--- src/rtl/deserializer_1to10_pkg.sv ---
// Shared TMDS deserializer definitions: control-token symbols and alignment FSM states.
package deserializer_1to10_pkg;

   localparam int unsigned SYM_W = 10;
   localparam int unsigned CNT_W = 4;

   // DVI control tokens, symbol bit 0 is transmitted first
   localparam logic [SYM_W-1:0] CTRL_00 = 10'b1101010100;
   localparam logic [SYM_W-1:0] CTRL_01 = 10'b0010101011;
   localparam logic [SYM_W-1:0] CTRL_10 = 10'b0101010100;
   localparam logic [SYM_W-1:0] CTRL_11 = 10'b1010101011;

   typedef enum logic {
      SEARCH = 1'b0,
      LOCKED = 1'b1
   } des_state_t;

endpackage

--- src/rtl/tmds_token_detect.sv ---
// Combinational TMDS control-token recogniser: flags a token symbol and decodes {C1,C0}.
module tmds_token_detect
   import deserializer_1to10_pkg::*;
(
   input  logic [SYM_W-1:0] sym,
   output logic             token_c,
   output logic [1:0]       ctrl_c
);

   // Exact compare against the four control tokens; anything else is data
   always_comb begin
      token_c = 1'b0;
      ctrl_c  = 2'b00;
      case (sym)
         CTRL_00: begin token_c = 1'b1; ctrl_c = 2'b00; end
         CTRL_01: begin token_c = 1'b1; ctrl_c = 2'b01; end
         CTRL_10: begin token_c = 1'b1; ctrl_c = 2'b10; end
         CTRL_11: begin token_c = 1'b1; ctrl_c = 2'b11; end
         default: begin token_c = 1'b0; ctrl_c = 2'b00; end
      endcase
   end

endmodule

--- src/rtl/deserializer_1to10.sv ---
// 1:10 TMDS deserializer with bit-slip word alignment locked on DVI control tokens.
module deserializer_1to10
   import deserializer_1to10_pkg::*;
#(
   parameter int unsigned LOCK_COUNT    = 4,
   parameter int unsigned SEARCH_WORDS  = 16,
   parameter int unsigned TIMEOUT_WORDS = 1024
) (
   input  logic             i_clk,
   input  logic             i_rst_n,
   input  logic             i_serial,
   output logic [SYM_W-1:0] o_data,
   output logic             o_valid,
   output logic             o_token,
   output logic [1:0]       o_ctrl,
   output logic             o_locked,
   output logic             o_slip
);

   localparam int unsigned MISS_MAX = (SEARCH_WORDS > TIMEOUT_WORDS) ? SEARCH_WORDS : TIMEOUT_WORDS;
   localparam int unsigned MISS_W   = $clog2(MISS_MAX + 1);
   localparam int unsigned TOK_W    = $clog2(LOCK_COUNT + 1);

   // Only the upper nine history bits are ever reused, so bit 0 is not stored
   logic [SYM_W-2:0] sr;
   logic [CNT_W-1:0] cnt;
   logic [TOK_W-1:0] tok_cnt;
   logic [MISS_W-1:0] miss_cnt;
   des_state_t       state;

   logic [SYM_W-1:0] word_c;
   logic             word_end_c;
   logic             tok_c;
   logic [1:0]       ctrl_c;

   assign word_c     = {i_serial, sr};
   assign word_end_c = (cnt == CNT_W'(SYM_W - 1));

   tmds_token_detect u_detect (
      .sym     (word_c),
      .token_c (tok_c),
      .ctrl_c  (ctrl_c)
   );

   // Shift, word framing, counters and SEARCH/LOCKED alignment FSM
   always_ff @(posedge i_clk or negedge i_rst_n) begin
      if (!i_rst_n) begin
         sr       <= '0;
         cnt      <= '0;
         tok_cnt  <= '0;
         miss_cnt <= '0;
         state    <= SEARCH;
         o_data   <= '0;
         o_valid  <= 1'b0;
         o_token  <= 1'b0;
         o_ctrl   <= 2'b00;
         o_locked <= 1'b0;
         o_slip   <= 1'b0;
      end else begin
         sr      <= word_c[SYM_W-1:1];
         o_valid <= 1'b0;
         o_slip  <= 1'b0;

         // o_slip marks the hold cycle: bit counter stays at 0 one extra clock
         if (o_slip || word_end_c) begin
            cnt <= '0;
         end else begin
            cnt <= cnt + CNT_W'(1);
         end

         if (word_end_c) begin
            o_data  <= word_c;
            o_valid <= 1'b1;
            o_token <= tok_c;
            o_ctrl  <= ctrl_c;

            case (state)
               SEARCH: begin
                  if (tok_c) begin
                     miss_cnt <= '0;
                     if (32'(tok_cnt) + 32'd1 >= LOCK_COUNT) begin
                        state    <= LOCKED;
                        o_locked <= 1'b1;
                        tok_cnt  <= '0;
                     end else begin
                        tok_cnt <= tok_cnt + TOK_W'(1);
                     end
                  end else begin
                     tok_cnt <= '0;
                     if (32'(miss_cnt) + 32'd1 >= SEARCH_WORDS) begin
                        miss_cnt <= '0;
                        o_slip   <= 1'b1;
                     end else begin
                        miss_cnt <= miss_cnt + MISS_W'(1);
                     end
                  end
               end
               LOCKED: begin
                  if (tok_c) begin
                     miss_cnt <= '0;
                  end else if (32'(miss_cnt) + 32'd1 >= TIMEOUT_WORDS) begin
                     state    <= SEARCH;
                     o_locked <= 1'b0;
                     miss_cnt <= '0;
                     tok_cnt  <= '0;
                  end else begin
                     miss_cnt <= miss_cnt + MISS_W'(1);
                  end
               end
               default: begin
                  state    <= SEARCH;
                  o_locked <= 1'b0;
               end
            endcase
         end
      end
   end

endmodule

--- config.mk ---
export PLATFORM = sky130hd
export DESIGN_NAME = deserializer_1to10
export DESIGN_NICKNAME = d
export VERILOG_FILES = /design/src/rtl/deserializer_1to10_pkg.sv /design/src/rtl/tmds_token_detect.sv /design/src/rtl/deserializer_1to10.sv
export SDC_FILE = /design/constraint.sdc
export NUM_CORES = 1
export LEC_CHECK = 0
export CAP_MARGIN = 10
export CELL_PAD_IN_SITES_DETAIL_PLACEMENT = 0
export CELL_PAD_IN_SITES_GLOBAL_PLACEMENT = 1
export CORE_ASPECT_RATIO = 1.5
export CORE_MARGIN = 3
export CORE_UTILIZATION = 45
export DETAILED_ROUTE_END_ITERATION = 10
export GPL_TIMING_DRIVEN = 0
export PLACE_DENSITY_LB_ADDON = 0.1
export SLEW_MARGIN = 20
export SYNTH_ARGS = -nofsm -noshare
export SYNTH_HDL_FRONTEND = slang
export SYNTH_SLANG_ARGS = --single-unit
--- constraint.sdc ---
create_clock -name i_clk -period 6.8 [get_ports i_clk]
set_clock_uncertainty 0.1 [all_clocks]
set_input_delay 0.68 -clock i_clk [delete_from_list [all_inputs] [get_ports i_clk]]
set_output_delay 0.68 -clock i_clk [all_outputs]
set_load 0.005 [all_outputs]
**Yosys cells after proc, flatten, opt, wreduce, memory -nomap -nowiden**

Index checks and enable logic that the tools add are counted.

- Bits of input ports: 3
- Logic and storage cells: 61
- Flip-flop bits (word level): 44
- Output and inout bits: 16

- Bitwise logic cells: 1
- Order comparisons: 3
- Add/subtract/negate cells: 5
- Equal/unequal tests: 9
- Multiplexer cells: 28
- Reduce and logical (&&, ||, !) cells: 4

Operator list:

| operator | count |
|---|---|
| $mux 11 | 4 |
| $ge 32x5->1 const B | 1 |
| $pmux 11 s2 | 1 |
| $eq 10x10->1 const B | 2 |
| $mux 1 | 14 |
| $add 11x1->12 const B | 1 |
| $ge 12x11->1 const B | 1 |
| $mux 3 | 4 |
| $add 11x1->11 const B | 1 |
| $eq 10x8->1 const B | 1 |
| $eq 10x9->1 const B | 1 |
| $ne 2x2->1 const B | 3 |
| $pmux 2 s3 | 1 |
| $pmux 3 s2 | 1 |
| $reduce_and 5->1 | 1 |
| $add 3x1->4 const B | 1 |
| $add 4x1->4 const B | 1 |
| $eq 4x4->1 const B | 1 |
| $ge 4x3->1 const B | 1 |
| $mux 4 | 1 |
| $pmux 1 s2 | 2 |
| $reduce_or 4->1 | 1 |
| $add 3x1->3 const B | 1 |
| $reduce_and 3->1 | 1 |
| other kinds (3) | 3 |

**Logic depth before layout (Yosys ltp)**

- Depth in word-level cells: 6
- Mapped depth: 10
- Gate-level depth less buffers: 7

**By module**

A second synthesis with hierarchy kept.

- Cell total of the unflattened synthesis: 210
- Area total of the unflattened synthesis: 2090.8 um^2

By module, submodules not included:

| module | times used | area each (um^2) | cells an instance | sequential area each (um^2) |
|---|---|---|---|---|
| deserializer_1to10 | 1 | 1969.4 | 201 | 1101.1 |
| tmds_token_detect | 1 | 121.4 | 9 | 0.0 |

**Worst setup path after synthesis**

Ideal clock, no wire load.

- Path kind: register to register
- Start: register miss_cnt[0]
- End: register miss_cnt[7]
- Setup time: 0.104 ns
- Required time: 6.596 ns
- Cell stages (with the launch flop): 8
- Setup slack: 4.484 ns
- Buffers on the path: 0
- Arrival time: 2.112 ns
- Clock period less this slack: 2.316 ns
- Path through: dfrtp_1 ha_1 nand3_1 nor4_1 mux2i_1 and2b_1 o21ai_4 o41ai_2

- Word-level cells in the longest chain between the ends: 5
- Elaborated cells on any way between the ends: 9
- Those cells by class: 2 x add/sub; 2 x order compare; 5 x mux

RTL lines:

| what | line | text |
|---|---|---|
| from (decl) | deserializer_1to10.sv:28 | `logic [MISS_W-1:0] miss_cnt;` |
| from (signal assigned) | deserializer_1to10.sv:94 | `miss_cnt <= miss_cnt + MISS_W'(1);` |
| from (signal assigned) | deserializer_1to10.sv:107 | `miss_cnt <= miss_cnt + MISS_W'(1);` |
| $add 11x1->12 | deserializer_1to10.sv:90, deserializer_1to10.sv:101 |  |
| $ge 32x5->1 / $ge 12x11->1 (equally long branches) | deserializer_1to10.sv:90, deserializer_1to10.sv:101 |  |
| $mux 11 (on tied branches) | deserializer_1to10.sv:90, deserializer_1to10.sv:101 |  |
| $mux 11 (on tied branches) | deserializer_1to10.sv:79, deserializer_1to10.sv:99 |  |
| $pmux 11 s2 (*) | deserializer_1to10.sv:77 | `case (state)` |

Every way passes the cells marked *; elsewhere a longest branch is shown, timed or not.
A chain may end at the register's enable or synchronous reset.

**Worst setup path after layout**

Same ends and word-level chain as after synthesis.

==> summary.md <==
| Metric | Value |
|---|---|
| Critical path's top delay family | `simple AND/OR/NAND/NOR gates` |
| Crit path time final | `between 2 and 3 ns` |
| Most frequent cells after synthesis | `53 x nand2_1, 44 x dfrtp_1, 10 x nand3_1, 8 x o21ai_0` |
| Slew Limit Fails | `0` |
| Share of cells above drive strength 1 | `11.4%` |
| Vias per inst | `5.33` |
| Syn Area/Cell | `approximately 10 um2` |
| Critical Path AT | `2.87 ns` |
| Seq/Total Area, Yosys | `about 52%` |
| Busiest grt layer | `met2` |
| Relative slew slack | `53.1%` |
| GR Overflow Total | `0` |
| RSZ-0062 raised after global routing | `no` |
| Finished Layout Cells | `300` |
| Row count | `30` |
| Clock Latency Late Sink | `0.29 ns` |
| H-tree level count | `2` |
| Final ANT Viol Nets | `0` |
| Post-CTS Setup Repair Bufs | `0` |
| Worst EP required | `6.88 ns` |
| Cts hold-fix bufs | `0` |
| Synth Flop Type | `dfrtp_1` |
| First-pass GRT wire length | `7.83 mm` |
| # IOs | `19` |
| Synth area leader | `dfrtp_1` |
| DP HPWL | `3.31 mm` |
| Port-buffer cells | `18` |
| Largest cells by area after synthesis | `dfrtp_1 52%, nand2_1 9.3%, ha_1 2.3%, nand3_1 2.3%, o41ai_2 2.3%` |
| GRT met3 Usage | `2.86%` |
| TritonCTS clock tree | `yes` |
| Largest net degree at the start of global routing | `34` |
| ANT cells | `0` |
| Setup CP Type | `flop to flop` |
| Area of the mapped netlist | `2130 um2` |
| Max Cap Viol | `0` |
| Crit path launch type | `flop` |
| Cts bufs inserted | `5` |
| Final hold vios | `0` |
| Ys async rst share | `100%` |
| Met1 Usage GRT | `19.7%` |
| Synth top area share | `just over 50%` |
| Setup TNS Final | `0 ns` |
| Yosys reg bits | `44` |
| CTS Buffer Depth | `2` |
| Synthesis-to-finish area growth | `17.3%` |
| Min-Delay Path Class | `input port to async pin` |
| Final GP Congestion | `0.837` |
| Full die area | `roughly 5600 um2` |
| Final setup fails | `0` |
| Syn nets | `216` |
| Count of flip-flops with a built-in enable after synthesis | `0` |
| Leak Pwr | `0.00112 uW` |
| Total number of vias | `1600` |
| Worst Max-Slew Pin Slew | `approximately 0.70 ns` |
| Most common cell in the netlist | `nand2_1` |
| Status | `finished, final reports clean` |
| Clock transition at the registers of the reported paths | `0.09 ns` |
| Achievable Freq | `~360 MHz` |
| Critical Path Sink Type | `flop` |
| DRC viols | `0` |
| Drt initial violations | `between 70 and 80` |
| Tcrit/Tclk final | `around two fifths` |
| Avg WL per Cell | `15.2 um` |
| Routing usage on met2 | `31.8%` |
| CTS root buffer | `clkbuf_8` |
| Cells after synthesis | `209` |
| Number of global-route vias before repair | `between 1500 and 2000` |
| DIE HEIGHT | `approximately 90 um` |
| Total core area | `between 4000 and 5000 um2` |
| Worst-path maximum fanout | `10` |
| CP peak stage delay | `0.50 ns` |
| Post-CTS Resized | `0` |
| Yosys cell types | `55` |
| Total Wirelength | `around 4.6 mm` |
| Worst-path cell chain | `ha_1, nand3_1, nor4_1, mux2i_1, and2b_1, o21ai_4, o41ai_2` |
| Final nets | `between 200 and 250` |
| GRT Overall Usage | `17.2%` |
| Initial antenna violation count | `0` |
| Die X | `62.2 um` |
| Number of synthesis warnings | `0` |
| Power per Cell Area | `190 nW/um2` |
| Worst VDD drop | `0.143 mV` |
| Dpl cells | `about 290` |
| Initial core utilization | `47.0%` |
| Buf+Inv Stages, Crit Path | `0` |
| Clock Sinks | `44` |
| CP max stage cell | `mux2i_1` |
| First-pass DRT Iterations | `4` |
metrics by stage:
step                      hold slack (ns)  cell area (um2)  total power (uW)  worst slack, ns  util, %
final                               0.161             2500               475             4.02     55.1
after global routing                0.171             2500               494             3.80     55.1
after CTS                           0.172             2500               479             4.00     55.1
after detailed placement            0.313             2410               308             4.03     53.0
after global placement              0.302             2390               306             3.77     52.7
after floorplan                     0.278             2130               290             4.48        -
worst register-to-register path: stages, from the launching register on:
cell	delay, ns
dfrtp_1	0.44
ha_1	0.24
nand3_1	0.25
nor4_1	0.37
mux2i_1	0.50
and2b_1	0.30
o21ai_4	0.16
o41ai_2	0.31
placed cells by master (no fill, tap or decap), types with 2 or more instances in the layout:
cell | netlist | final
o21ai_0 | 8 | 8
or3_1 | 2 | 2
xnor2_1 | 3 | 3
nor2_1 | 4 | 4
nand4_1 | 2 | 2
and2_1 | 3 | 3
nand3_1 | 10 | 10
nand2_1 | 53 | 53
o41ai_2 | 3 | 3
or4_1 | 2 | 2
nor3_1 | 6 | 6
ha_1 | 4 | 4
clkbuf_1 | 6 | 7
inv_1 | 4 | 4
o211ai_1 | 4 | 4
o22ai_1 | 2 | 2
a2bb2oi_1 | 3 | 3
and3_1 | 2 | 2
clkbuf_8 | 0 | 6
o21ai_1 | 2 | 2
buf_2 | 3 | 4
dfrtp_1 | 44 | 44
and4b_1 | 2 | 2
clkdlybuf4s50_1 | 0 | 17
a21oi_1 | 2 | 2
nor4_1 | 4 | 4
sequential cells by signal (all words and copies together), names as in the netlist:
register  count
o_data       10
o_slip        1
sr            9
cnt           4
state         1
miss_cnt     11
tok_cnt       3
o_valid       1
o_token       1
o_locked      1
o_ctrl        2
kinds of logic (layout without fill, tap and decap cells):
| group | Yosys count | in the layout | share of synthesized area, % |
|---|---|---|---|
| buf+inv | 16 | 43 | 3.40 |
| fa+ha+maj | 4 | 4 | 2.35 |
| xor+xnor | 3 | 3 | 1.23 |
| simple gates | 102 | 102 | 24.0 |
| compound gates | 38 | 38 | 16.4 |
| mux | 2 | 2 | 0.997 |
| flops | 44 | 44 | 51.6 |
final timing paths:
path | to | startpoint | slack [ns] | depth (start not counted)
max | miss_cnt[7] | miss_cnt[0] | 4.02 | 7
min | miss_cnt[3] | i_rst_n | 0.16 | 1
max reg2reg | miss_cnt[7] | miss_cnt[0] | 4.02 | 7
min reg2reg | sr[0] | sr[1] | 0.33 | 0
max in group asynchronous | miss_cnt[9] | i_rst_n | 5.97 | 2
min in group i_clk | sr[0] | sr[1] | 0.33 | 0
cell type report:
class	instances	area [um2]
clock buffer	7	86.3
inverter	4	15.0
sequential	44	1100
clock inverter	1	7.51
tap	64	80.1
fill	421	2040
multi-input combinational	149	960
buffer	12	57.6
timing repair buffer	19	195
power by group:
| part | switching, uW | leakage (uW) | internal, uW |
|---|---|---|---|
| Clock | 90.3 | 0.0000445 | 82.7 |
| Combinational | 13.7 | 0.000523 | 13.3 |
| Sequential | 5.74 | 0.000553 | 269 |
metal layers:
metal  share of wire (%)  up-vias
met5                   0        -
met4                 1.3        0
met3                 2.5        5
met2                  54       21
met1                  42      779
li1                    -      795
(Power assumes the default switching activity.)
